<file path="src/rtl/bpsk_demodulator.sv">
// Coherent BPSK demodulator: integrate-and-dump correlation against a square-wave
// carrier replica, one bit per symbol, bits packed MSB-first into DATA_WIDTH words.
module bpsk_demodulator #(
  parameter int SAMPLE_NUMBER = 256,
  parameter int SAMPLE_WIDTH  = 12,
  parameter int DATA_WIDTH    = 12
) (
  input  logic                    clk,
  input  logic                    rst,
  input  logic                    en,
  input  logic                    sync,
  input  logic [SAMPLE_WIDTH-1:0] data,
  output logic                    bit_q,
  output logic                    bit_valid,
  output logic [DATA_WIDTH-1:0]   q,
  output logic                    done
);

  localparam int CNT_W = $clog2(SAMPLE_NUMBER);
  localparam int ACC_W = SAMPLE_WIDTH + CNT_W + 1;
  localparam int BIT_W = (DATA_WIDTH > 1) ? $clog2(DATA_WIDTH) : 1;
  localparam logic [CNT_W-1:0] LAST_SAMPLE = CNT_W'(SAMPLE_NUMBER - 1);
  localparam logic [BIT_W-1:0] LAST_BIT    = BIT_W'(DATA_WIDTH - 1);

  typedef enum logic {IDLE, RUN} state_t;

  state_t state_reg, state_next;
  logic   accept;

  logic [CNT_W-1:0]      sample_cnt_reg;
  logic [BIT_W-1:0]      bit_cnt_reg;
  logic [ACC_W-1:0]      acc_reg;
  logic [DATA_WIDTH-1:0] shift_reg;

  logic [CNT_W-1:0]      cnt_base;
  logic [BIT_W-1:0]      bit_base;
  logic [ACC_W-1:0]      acc_base;
  logic [DATA_WIDTH-1:0] shift_base;
  logic [ACC_W-1:0]      data_ext;
  logic [ACC_W-1:0]      acc_sum;
  logic [DATA_WIDTH-1:0] shifted;
  logic                  ref_pos;
  logic                  decision;
  logic                  symbol_end;
  logic                  word_end;

  always_ff @(posedge clk) begin
    if (rst) state_reg <= IDLE;
    else     state_reg <= state_next;
  end

  always_comb begin
    state_next = state_reg;
    case (state_reg)
      IDLE:    if (en || sync) state_next = RUN;
      RUN:     state_next = RUN;
      default: state_next = IDLE;
    endcase
  end

  // Samples are integrated from the very first strobe, including the one that leaves IDLE.
  always_comb begin
    accept = 1'b0;
    case (state_reg)
      IDLE:    accept = en;
      RUN:     accept = en;
      default: accept = 1'b0;
    endcase
  end

  // sync behaves as if the counters were already cleared, so a same-cycle sample is sample 0.
  always_comb begin
    cnt_base   = sync ? '0 : sample_cnt_reg;
    bit_base   = sync ? '0 : bit_cnt_reg;
    acc_base   = sync ? '0 : acc_reg;
    shift_base = sync ? '0 : shift_reg;
    data_ext   = {{(ACC_W - SAMPLE_WIDTH){data[SAMPLE_WIDTH-1]}}, data};
    ref_pos    = ~cnt_base[CNT_W-1];
    acc_sum    = ref_pos ? (acc_base + data_ext) : (acc_base - data_ext);
    decision   = ~acc_sum[ACC_W-1];
    shifted    = {shift_base[DATA_WIDTH-2:0], decision};
    symbol_end = accept && (cnt_base == LAST_SAMPLE);
    word_end   = symbol_end && (bit_base == LAST_BIT);
  end

  always_ff @(posedge clk) begin
    if (rst) begin
      sample_cnt_reg <= '0;
      bit_cnt_reg    <= '0;
      acc_reg        <= '0;
      shift_reg      <= '0;
      bit_q          <= 1'b0;
      bit_valid      <= 1'b0;
      q              <= '0;
      done           <= 1'b0;
    end else begin
      bit_valid      <= symbol_end;
      done           <= word_end;
      sample_cnt_reg <= cnt_base;
      bit_cnt_reg    <= bit_base;
      acc_reg        <= acc_base;
      shift_reg      <= shift_base;
      if (accept) begin
        sample_cnt_reg <= cnt_base + 1'b1;
        acc_reg        <= symbol_end ? '0 : acc_sum;
        if (symbol_end) begin
          bit_q       <= decision;
          shift_reg   <= shifted;
          bit_cnt_reg <= word_end ? '0 : (bit_base + 1'b1);
          if (word_end) q <= shifted;
        end
      end
    end
  end

endmodule

</file>
<file path="config.mk">
export PLATFORM = sky130hd
export DESIGN_NAME = bpsk_demodulator
export DESIGN_NICKNAME = d
export VERILOG_FILES = /design/src/rtl/bpsk_demodulator.sv
export SDC_FILE = /design/constraint.sdc
export NUM_CORES = 1
export LEC_CHECK = 0
export CAP_MARGIN = 20
export CORE_MARGIN = 2
export CORE_UTILIZATION = 60
export CTS_CLUSTER_DIAMETER = 40
export DETAILED_ROUTE_END_ITERATION = 8
export HOLD_SLACK_MARGIN = 0.06
export PLACE_DENSITY = 0.82
export SETUP_SLACK_MARGIN = 0.1
export SLEW_MARGIN = 20
export SYNTH_ARGS = -nofsm -noshare
export SYNTH_HDL_FRONTEND = slang
export SYNTH_SLANG_ARGS = --single-unit
</file>
<file path="constraint.sdc">
create_clock -name clk -period 5.8 [get_ports clk]
set_input_delay 1.16 -clock clk [delete_from_list [all_inputs] [get_ports clk]]
set_output_delay 1.16 -clock clk [all_outputs]
set_load 0.05 [all_outputs]
</file>
==> impl_metrics.csv, run 1 <==
group,metric,value,unit
outcome,outcome,"completed",
pwr,leakage,1.655,nW
finish,fillerInstances,474,
yosys,synth-seq-cells,59,
critical_path,crit_path_end_kind,"register",
yosys,synthSimpleGateAreaFrac,0.2553,
finish,design_area,4295,µm²
yosys,synth_edf_count,0,
die,rows,28,
clock_tree,clk_latency,0.34,ns
critical_path,crit_type,"in2reg",
timing,finalSetupTns,0,ns
timing,slew_headroom,0.3470,
critical_path,path_max_fanout,12,
drt,drt-total-wl,8629,µm
pwr,ir_drop,0.0001963,V
timing,skew,0.009030,ns
timing,maxSlewViolCount,0,
finish,synthToLayoutAreaGrowth,13.53,%
yosys,synth_top_area_cell,"dfxtp_1",
finish,fin_cells,574,
clock_tree,cts_inserted_buffers,9,
die,dieWidth,83.41,µm
drt,firstDrtPassIters,5,
grt,grt_first_pass_wirelength,14700,µm
drt,vias,3368,
clock_tree,cts_tree,"done",
clock_tree,cts_setup_buffers,0,
place,hpwl,6185,µm
drt,postRouteAntennaNets,0,
hold_path,hp-class,"reg2reg",
yosys,synthTopCellsByArea,"dfxtp_1, ha_1, nand2_1",
yosys,syn_inst,477,
die,dieHeight,83.41,µm
timing,worst_slew_pin_slew,0.9760,ns
clock_tree,cts_resized,0,
die,dieArea,6957,µm²
grt,grt_max_degree,40,
yosys,synth_top_family_by_area,"simple AND/OR/NAND/NOR gates",
clock_tree,clockBufferDepth,2,
die,core-area,5991,µm²
place,placed_area,4070,µm²
finish,largest_reg_flops,21,
yosys,yosysTopAreaCellShare,0.3122,
clock_tree,clkTransAtPathRegs,0.07,ns
timing,finalCritPeriodShare,0.7686,
clock_tree,cts_max_level,3,
critical_path,cp.required,6.02,ns
finish,fin_util,0.7170,
yosys,ys_types,59,
drt,drc,0,
yosys,syn_area_per_cell,7.932,µm²
drt,wl_per_cell,15.03,µm
place,dp_slack,1.015,ns
yosys,synthMuxAreaShare,0.03175,
yosys,synthXorXnorAreaFrac,0.07870,
clock_tree,cts_sinks,59,
grt,grt_antenna_before_repair,0,
finish,drive_above_1_share,0.06212,
finish,n_antenna_cell,0,
critical_path,start_kind,"input port",
timing,setup_ws,1.342,ns
die,floorplan.initialDensity,0.6316,
grt,grt_pass1_vias,3196,
timing,max_freq,224.3,MHz
place,portBuffers,30,
pwr,powerDensity,240.4,nW/µm²
job,max_cap_violations,0,
grt,grt_overflow,0,
timing,layout_min_cycle_time,4.458,ns
drt,via_per_inst,5.868,
place,placed_cells,559,
critical_path,arrival,4.68,ns
yosys,async_reset_ff_frac,0,
yosys,synth_ff_type,"dfxtp_1",
yosys,seq_area_frac_synth,0.3122,
finish,nNetsFinal,535,
yosys,syn_area,3784,µm²
yosys,synth_compound_gate_area_share,0.1935,
timing,grt_setup_unrepaired,"false",
drt,drtIter0Drc,189,
place,gp_congestion,0.9163,
yosys,yosys_warnings,0,
die,num_io_pins,31,
timing,finalSetupViolCount,0,
clock_tree,cts_hold_buf,0,
clock_tree,cts_root_buf,"clkbuf_8",
yosys,syn_nets,517,
timing,hold_viol,0,
grt,grt_usage,0.2544,
yosys,synth_adder_area_share,0.08135,
## cell usage in the layout (no fill, tap or decap), types with 3 or more instances in the layout
| cell | instances |
|---|---|
| nand3b_1 | 6 |
| nor2_1 | 47 |
| nor3_1 | 12 |
| nand3_1 | 5 |
| xor2_1 | 10 |
| buf_4 | 5 |
| xnor2_1 | 24 |
| a31oi_1 | 3 |
| a21o_1 | 4 |
| mux2i_1 | 12 |
| nand4_1 | 9 |
| or2_2 | 3 |
| nand2_1 | 70 |
| clkbuf_8 | 11 |
| and3_1 | 5 |
| clkdlybuf4s50_1 | 30 |
| a22o_1 | 8 |
| nor2b_1 | 29 |
| nand2b_1 | 4 |
| dfxtp_1 | 59 |
| a21oi_1 | 52 |
| o21ai_0 | 13 |
| a22oi_1 | 3 |
| inv_1 | 9 |
| ha_1 | 23 |
| o211ai_1 | 3 |
## logic make-up (layout without fill, tap and decap cells)
logic type                 count (synthesis)  after routing
DFF                                       59             59
buffers and inverters                     37             59
and+or+nand+nor                          199            199
muxes                                     12             12
xor gates and xnor gates                  34             34
AOI/OAI and AO/OA                        112            112
adders and majority gates                 24             24
## cells in the mapped netlist (7+ instances only)
| library cell | count |
|---|---|
| nor3_1 | 12 |
| nor2b_1 | 29 |
| mux2i_1 | 12 |
| a21oi_1 | 52 |
| xor2_1 | 10 |
| clkbuf_1 | 13 |
| inv_1 | 9 |
| ha_1 | 23 |
| a22o_1 | 8 |
| nand4_1 | 9 |
| buf_2 | 7 |
| dfxtp_1 | 59 |
| o21ai_0 | 13 |
| xnor2_1 | 24 |
| nor2_1 | 47 |
| nand2_1 | 70 |
## final timing paths
kind,end,startpoint,depth (start not counted),slack (ns)
worst max-delay path,acc_reg[19],sync,12,1.34
worst min-delay path,q[9],q[9],2,0.45
worst max register to register,acc_reg[19],sample_cnt_reg[7],11,2.13
worst min register to register,q[9],q[9],2,0.45
## metal layers
layer,global-route usage,up-vias,share of wire
met3,0.04473,8,0.047
met5,0,-,0
met1,0.3434,1580,0.47
met2,0.4157,77,0.47
met4,0.07918,0,0.010
li1,-,1703,-
## where the power goes
part / total [mW] / internal, mW / switching [mW]
clock network: 0.425 / 0.263 / 0.162
logic: 0.186 / 0.0791 / 0.106
registers: 0.422 / 0.419 / 0.00319
total: 1.03 / 0.761 / 0.271
## through the flow
| stage | power [mW] | hold slack, ns |
|---|---|---|
| after floorplan | 0.5728 | 0.4322 |
| after global placement | 0.6099 | 0.4425 |
| after detailed placement | 0.6129 | 0.4455 |
| after CTS | 1.035 | 0.4548 |
| after global routing | 1.073 | 0.4734 |
| final | 1.033 | 0.4522 |
## area by class of cell
class,count,area (µm²),share of cell area
clock buffer,11,151.4,0.03525
clock inverter,4,73.82,0.01719
inverter,9,33.78,0.007865
multi-input combinational,381,2424,0.5642
sequential,59,1181,0.2750
tap,75,93.84,0.02185
timing repair buffer,35,337.8,0.07865
## critical path, stage by stage
cell and delay [ns]:
clkdlybuf4s50_1 0.42, nor2b_1 0.71, buf_4 0.32, mux2i_1 0.20
ha_1 0.37, a21oi_4 0.21, o21ai_2 0.08, or3b_1 0.36
a221oi_2 0.31, o21a_1 0.17, o21ai_1 0.06, a221o_1 0.31
Note: power is estimated with default switching activity, not from simulation.
==> inputs of run 2 (changes only) <==
--- a/config.mk
+++ b/config.mk
@@ -7,11 +7,11 @@
 export LEC_CHECK = 0
 export CAP_MARGIN = 20
 export CORE_MARGIN = 2
-export CORE_UTILIZATION = 60
+export CORE_UTILIZATION = 53
 export CTS_CLUSTER_DIAMETER = 40
 export DETAILED_ROUTE_END_ITERATION = 8
 export HOLD_SLACK_MARGIN = 0.06
-export PLACE_DENSITY = 0.82
+export PLACE_DENSITY = 0.77
 export SETUP_SLACK_MARGIN = 0.1
 export SLEW_MARGIN = 20
 export SYNTH_ARGS = -nofsm -noshare
==> constraint.sdc (replaced) <==
create_clock -name clk -period 3.7 [get_ports clk]
set_input_delay 0.74 -clock clk [delete_from_list [all_inputs] [get_ports clk]]
set_output_delay 0.74 -clock clk [all_outputs]
set_load 0.05 [all_outputs]
==> impl_metrics.csv, run 2 (synthesized netlist as in run 1, its figures left out) <==
group,metric,value,unit
timing,worst_slew_pin_slew,0.7344,ns
finish,nNetsFinal,591,
timing,layout_min_cycle_time,3.451,ns
drt,postRouteAntennaNets,0,
grt,top_usage_layer,"met2",
timing,finalCritPeriodShare,0.9327,
clock_tree,clkTransAtPathRegs,0.07,ns
die,dieWidth,88.49,µm
drt,via_per_inst,5.586,
die,num_io_pins,31,
hold_path,worstHoldEndpoint,"q[1]",
finish,final_cell_mix,"nand2_1, buf_4, dfxtp_1",
timing,skew,0.005400,ns
finish,largest_reg_flops,21,
grt,grt_max_degree,33,
finish,fillerInstances,544,
timing,hold_viol,0,
pwr,leakage,1.951,nW
clock_tree,cts_hold_buf,0,
die,dieArea,7830,µm²
clock_tree,cts_tree,"done",
clock_tree,clockBufferDepth,2,
critical_path,r2r_cells,12,
place,gp_congestion,0.9644,
critical_path,crit_path_cell_trace,"clkdlybuf4s50_1 -> inv_1 -> ha_1 -> a41oi_2 -> buf_4 -> mux2i_1 -> ha_1 -> nand2_1 -> o21ai_2 -> or3b_1 -> a221oi_2 -> o21a_1 -> o21ai_1 -> a221o_1",
place,placed_cells,635,
grt,grt_usage,0.2493,
hold_path,whs_path_depth,2,
drt,drt-total-wl,9370,µm
timing,max_freq,289.8,MHz
critical_path,reg2reg_to,"acc_reg[18]",
finish,fin_cells,652,
critical_path,crit_path_start,"data[0]",
critical_path,crit_top_cell,"ha_1",
timing,slew_headroom,0.5086,
die,core-area,6869,µm²
drt,drtIter0Drc,146,
drt,vias,3642,
critical_path,r2r_slack,0.59,ns
critical_path,crit_path_end_kind,"register",
finish,multiInputGateArea,2452,µm²
clock_tree,cts_inserted_buffers,9,
grt,grt_first_pass_wirelength,15340,µm
grt,grt_util_met1,0.2938,
finish,design_area,4767,µm²
finish,drive_above_1_share,0.1691,
finish,synthToLayoutAreaGrowth,25.99,%
critical_path,cpMaxStageDelayCell,"clkdlybuf4s50_1",
place,placed_area,4522,µm²
drt,wl_per_cell,14.37,µm
die,floorplan.initialDensity,0.5508,
clock_tree,cts_root_buf,"clkbuf_8",
place,portBuffers,30,
drt,firstDrtPassIters,5,
hold_path,hp-class,"reg2reg",
timing,grt_setup_unrepaired,"false",
drt,drc,0,
finish,n_antenna_cell,0,
clock_tree,clk_latency,0.34,ns
outcome,outcome,"completed",
critical_path,start_kind,"input port",
timing,maxSlewViolCount,0,
critical_path,rr_startpoint,"sample_cnt_reg[7]",
critical_path,crit_type,"in2reg",
timing,finalSetupViolCount,0,
grt,use_met3,0.05224,
finish,final_common_cell,"nand2_1",
grt,grt_overflow,0,
clock_tree,cts_max_level,3,
grt,grt_antenna_before_repair,0,
grt,grt_pass1_vias,3457,
critical_path,path_max_fanout,4,
finish,seq_area,1181,µm²
hold_path,min-delay-start,"q[1]",
critical_path,arrival,3.68,ns
pwr,ir_drop,0.0002233,V
die,rows,30,
critical_path,cp.required,3.93,ns
pwr,powerDensity,339.1,nW/µm²
clock_tree,cts_sinks,59,
grt,grt_util_met2,0.4368,
critical_path,cpPeakStageDelay,0.47,ns
place,hpwl,6964,µm
die,dieHeight,88.49,µm
job,max_cap_violations,0,
-- run 2: cell types whose count changed in the layout (fill, tap and decap cells not counted), moves of 2 or more --
| cell | change |
|---|---|
| dlymetal6s2s_1 | +3 |
| a21oi_2 | +2 |
| clkinv_4 | +2 |
| buf_4 | +55 |
| clkbuf_8 | -2 |
| clkdlybuf4s50_1 | -3 |
| a21oi_1 | -2 |
-- run 2: how the worst max path moves through the flow --
stage                  endpoint  slack, ns  cells after the start
CTS                 acc_reg[19]       0.17                     12
detailed placement  acc_reg[19]      -0.17                     12
global placement    acc_reg[19]      -0.09                     14
floorplan           acc_reg[19]       0.23                     13
finish              acc_reg[19]       0.25                     14
global route        acc_reg[19]       0.10                     14
-- run 2: routing by layer --
metal | vias to the layer above | wire [µm]
met5 | - | 0
met4 | 0 | 234
met3 | 22 | 428
met2 | 104 | 4733
met1 | 1700 | 3972
li1 | 1816 | -
-- run 2: timing repair --
item,4_1_cts,5_1_grt
buffers inserted,0,1
gates resized for setup,0,9
setup endpoints to repair,0,6
hold endpoints to repair,0,0
-- run 2: stage by stage --
step                  util  power (mW)  hold WS, ns  setup TNS [ns]  setup WS (ns)
floorplan                -      0.8979       0.4322               0         0.2286
detailed placement  0.6583       1.018       0.4456         -0.7165        -0.1744
global placement    0.6583       1.010       0.4415         -0.1873       -0.08931
finish              0.6940       1.616       0.4518               0         0.2491
global route        0.6940       1.680       0.4711               0         0.1041
CTS                 0.6876       1.613       0.4556               0         0.1667
-- run 2: area by class of cell --
class	instances	share of cell area
inverters	9	0.007087
repair buffers	91	0.1633
well taps	96	0.02520
clock inverters	7	0.01627
clock buffers	9	0.02598
multi-input cells	381	0.5144
flip-flops and latches	59	0.2478
-- run 2: critical path: cells and delay by family --
family | cells | cell delay [ns]
AOI/OAI and AO/OA | 6 | 1.13
adders and majority gates | 2 | 0.58
buffers and inverters | 3 | 0.69
muxes | 1 | 0.07
and+or+nand+nor | 2 | 0.47
-- run 2: power breakdown --
part,switching (mW),total (mW),internal [mW]
Combinational,0.181,0.352,0.171
Clock,0.287,0.602,0.315
Sequential,0.00537,0.662,0.657
Total,0.473,1.62,1.14
==> inputs of run 3 (changes only) <==
--- a/config.mk
+++ b/config.mk
@@ -5,13 +5,14 @@
 export SDC_FILE = /design/constraint.sdc
 export NUM_CORES = 1
 export LEC_CHECK = 0
-export CAP_MARGIN = 20
+export CELL_PAD_IN_SITES_DETAIL_PLACEMENT = 1
+export CELL_PAD_IN_SITES_GLOBAL_PLACEMENT = 1
 export CORE_MARGIN = 2
-export CORE_UTILIZATION = 53
+export CORE_UTILIZATION = 40
 export CTS_CLUSTER_DIAMETER = 40
 export DETAILED_ROUTE_END_ITERATION = 8
 export HOLD_SLACK_MARGIN = 0.06
-export PLACE_DENSITY = 0.77
+export PLACE_DENSITY_LB_ADDON = 0.1
 export SETUP_SLACK_MARGIN = 0.1
 export SLEW_MARGIN = 20
 export SYNTH_ARGS = -nofsm -noshare
==> impl_metrics.csv, run 3 (synthesized netlist as in run 1, its figures left out) <==
group,metric,value,unit
pwr,intPower,1.163,mW
pwr,leakage,1.998,nW
critical_path,crit_path_cell_trace,"clkdlybuf4s50_1 -> inv_1 -> ha_2 -> mux2i_1 -> fa_1 -> a21o_1 -> a221oi_4 -> o211ai_1 -> a41oi_2 -> o21ai_1 -> xor2_1 -> a22o_1",
drt,wl_per_cell,16.28,µm
clock_tree,cts_inserted_buffers,9,
pwr,p_total,1.623,mW
pwr,powerDensity,333.4,nW/µm²
timing,finalCritPeriodShare,0.9315,
die,rows,35,
finish,fin_util,0.5293,
timing,max_freq,290.2,MHz
grt,grt_antenna_before_repair,0,
finish,drive_above_1_share,0.1873,
place,hpwl,8551,µm
place,gp_congestion,0.8387,
place,placed_cells,658,
timing,skew,0.008117,ns
drt,via_per_inst,5.378,
hold_path,hp-class,"reg2reg",
die,floorplan.initialDensity,0.4114,
place,dp_slack,-0.2463,ns
clock_tree,cts_max_level,3,
timing,hold_viol,0,
job,max_cap_violations,0,
critical_path,crit_type,"in2reg",
grt,grt_overflow,0,
pwr,swShare,0.2832,
drt,drtIter0Drc,97,
timing,timing.hold.ws,0.4528,ns
grt,grt_usage,0.2257,
finish,n_antenna_cell,0,
critical_path,crit_path_start,"data[1]",
critical_path,cpPeakStageDelay,0.49,ns
hold_path,min-delay-start,"q[7]",
timing,maxSlewViolCount,0,
timing,worst_slew_pin_slew,0.9335,ns
die,core-area,9196,µm²
critical_path,start_kind,"input port",
drt,drt-total-wl,11020,µm
timing,finalSetupViolCount,0,
place,placed_area,4588,µm²
pwr,ir_drop,0.0002326,V
timing,slew_headroom,0.3754,
clock_tree,cts_sinks,59,
grt,grt_first_pass_wirelength,18250,µm
timing,finalSetupTns,0,ns
place,portBuffers,30,
finish,largest_reg_flops,21,
critical_path,cpMaxStageDelayCell,"clkdlybuf4s50_1",
finish,final_cell_mix,"buf_4, nand2_1, dfxtp_1",
grt,grt_max_degree,22,
timing,setup_ws,0.2535,ns
clock_tree,clkTransAtPathRegs,0.07,ns
drt,vias,3641,
critical_path,arrival,3.69,ns
die,dieArea,10250,µm²
critical_path,rr_startpoint,"sample_cnt_reg[7]",
outcome,outcome,"completed",
finish,synthToLayoutAreaGrowth,28.64,%
clock_tree,clk_latency,0.35,ns
finish,nNetsFinal,601,
drt,firstDrtPassIters,4,
timing,layout_min_cycle_time,3.446,ns
grt,grt_pass1_vias,3826,
finish,fillerInstances,1134,
timing,grt_setup_unrepaired,"false",
clock_tree,cts_root_buf,"clkbuf_8",
clock_tree,clockBufferDepth,2,
critical_path,cp.required,3.94,ns
finish,final_common_cell,"buf_4",
finish,design_area,4867,µm²
die,dieHeight,101.3,µm
pwr,combPwrFrac,0.232,
finish,fin_cells,677,
drt,drc,0,
pwr,p_switching,0.4595,mW
clock_tree,cts_tree,"done",
drt,postRouteAntennaNets,0,
die,num_io_pins,31,
pwr,p_seq_frac,0.408,
critical_path,path_max_fanout,3,
pwr,p_clk_frac,0.359,
die,dieWidth,101.3,µm
critical_path,crit_path_end_kind,"register",
run 3: changes by cell type in the layout (fill, tap and decap cells not counted), sizes merged:
cell,change
buf,+10
clkbuf,+2
clkinv,-1
inv,-1
run 3: layout make-up:
cell class	instances	area, µm²	share of cell area
clock buffers	11	141.4	0.02905
clock inverters	5	52.55	0.01080
inverters	9	33.78	0.006941
multi-input cells	381	2479	0.5093
flip-flops and latches	59	1181	0.2427
well taps	111	138.9	0.02853
repair buffers	101	840.8	0.1728
run 3: layer usage:
layer | vias up | GRT usage | share of wire
met5 | - | 0 | 0
met4 | 0 | 0.04782 | 0.0096
met3 | 12 | 0.04831 | 0.018
met2 | 24 | 0.4030 | 0.50
met1 | 1774 | 0.2792 | 0.47
li1 | 1831 | - | -
run 3: power by group through the flow:
| stage | Clock (mW) | Sequential (mW) | Combinational (mW) |
|---|---|---|---|
| finish | 0.583 | 0.663 | 0.377 |
| detailed placement | 0 | 0.677 | 0.364 |
| global placement | 0 | 0.676 | 0.352 |
| global route | 0.626 | 0.664 | 0.416 |
| CTS | 0.599 | 0.663 | 0.366 |
| floorplan | 0 | 0.675 | 0.223 |
run 3: critical path: cells and delay by family:
kind | cells | cell delay [ns]
buffers and inverters | 2 | 0.55
muxes | 1 | 0.12
AOI/OAI and AO/OA | 6 | 1.34
adders and majority gates | 2 | 0.78
xor gates and xnor gates | 1 | 0.16
run 3: worst paths after layout:
kind / endpoint / slack [ns] / cells past startpoint
max: acc_reg[18] / 0.25 / 12
min: q[7] / 0.45 / 2
max reg2reg: acc_reg[19] / 0.65 / 12
min reg2reg: q[7] / 0.45 / 2
run 3: timing repair:
item,in CTS,in global routing
hold buffers,0,0
endpoints found under the setup margin,0,6
resized for setup,0,14
buffers inserted,0,3
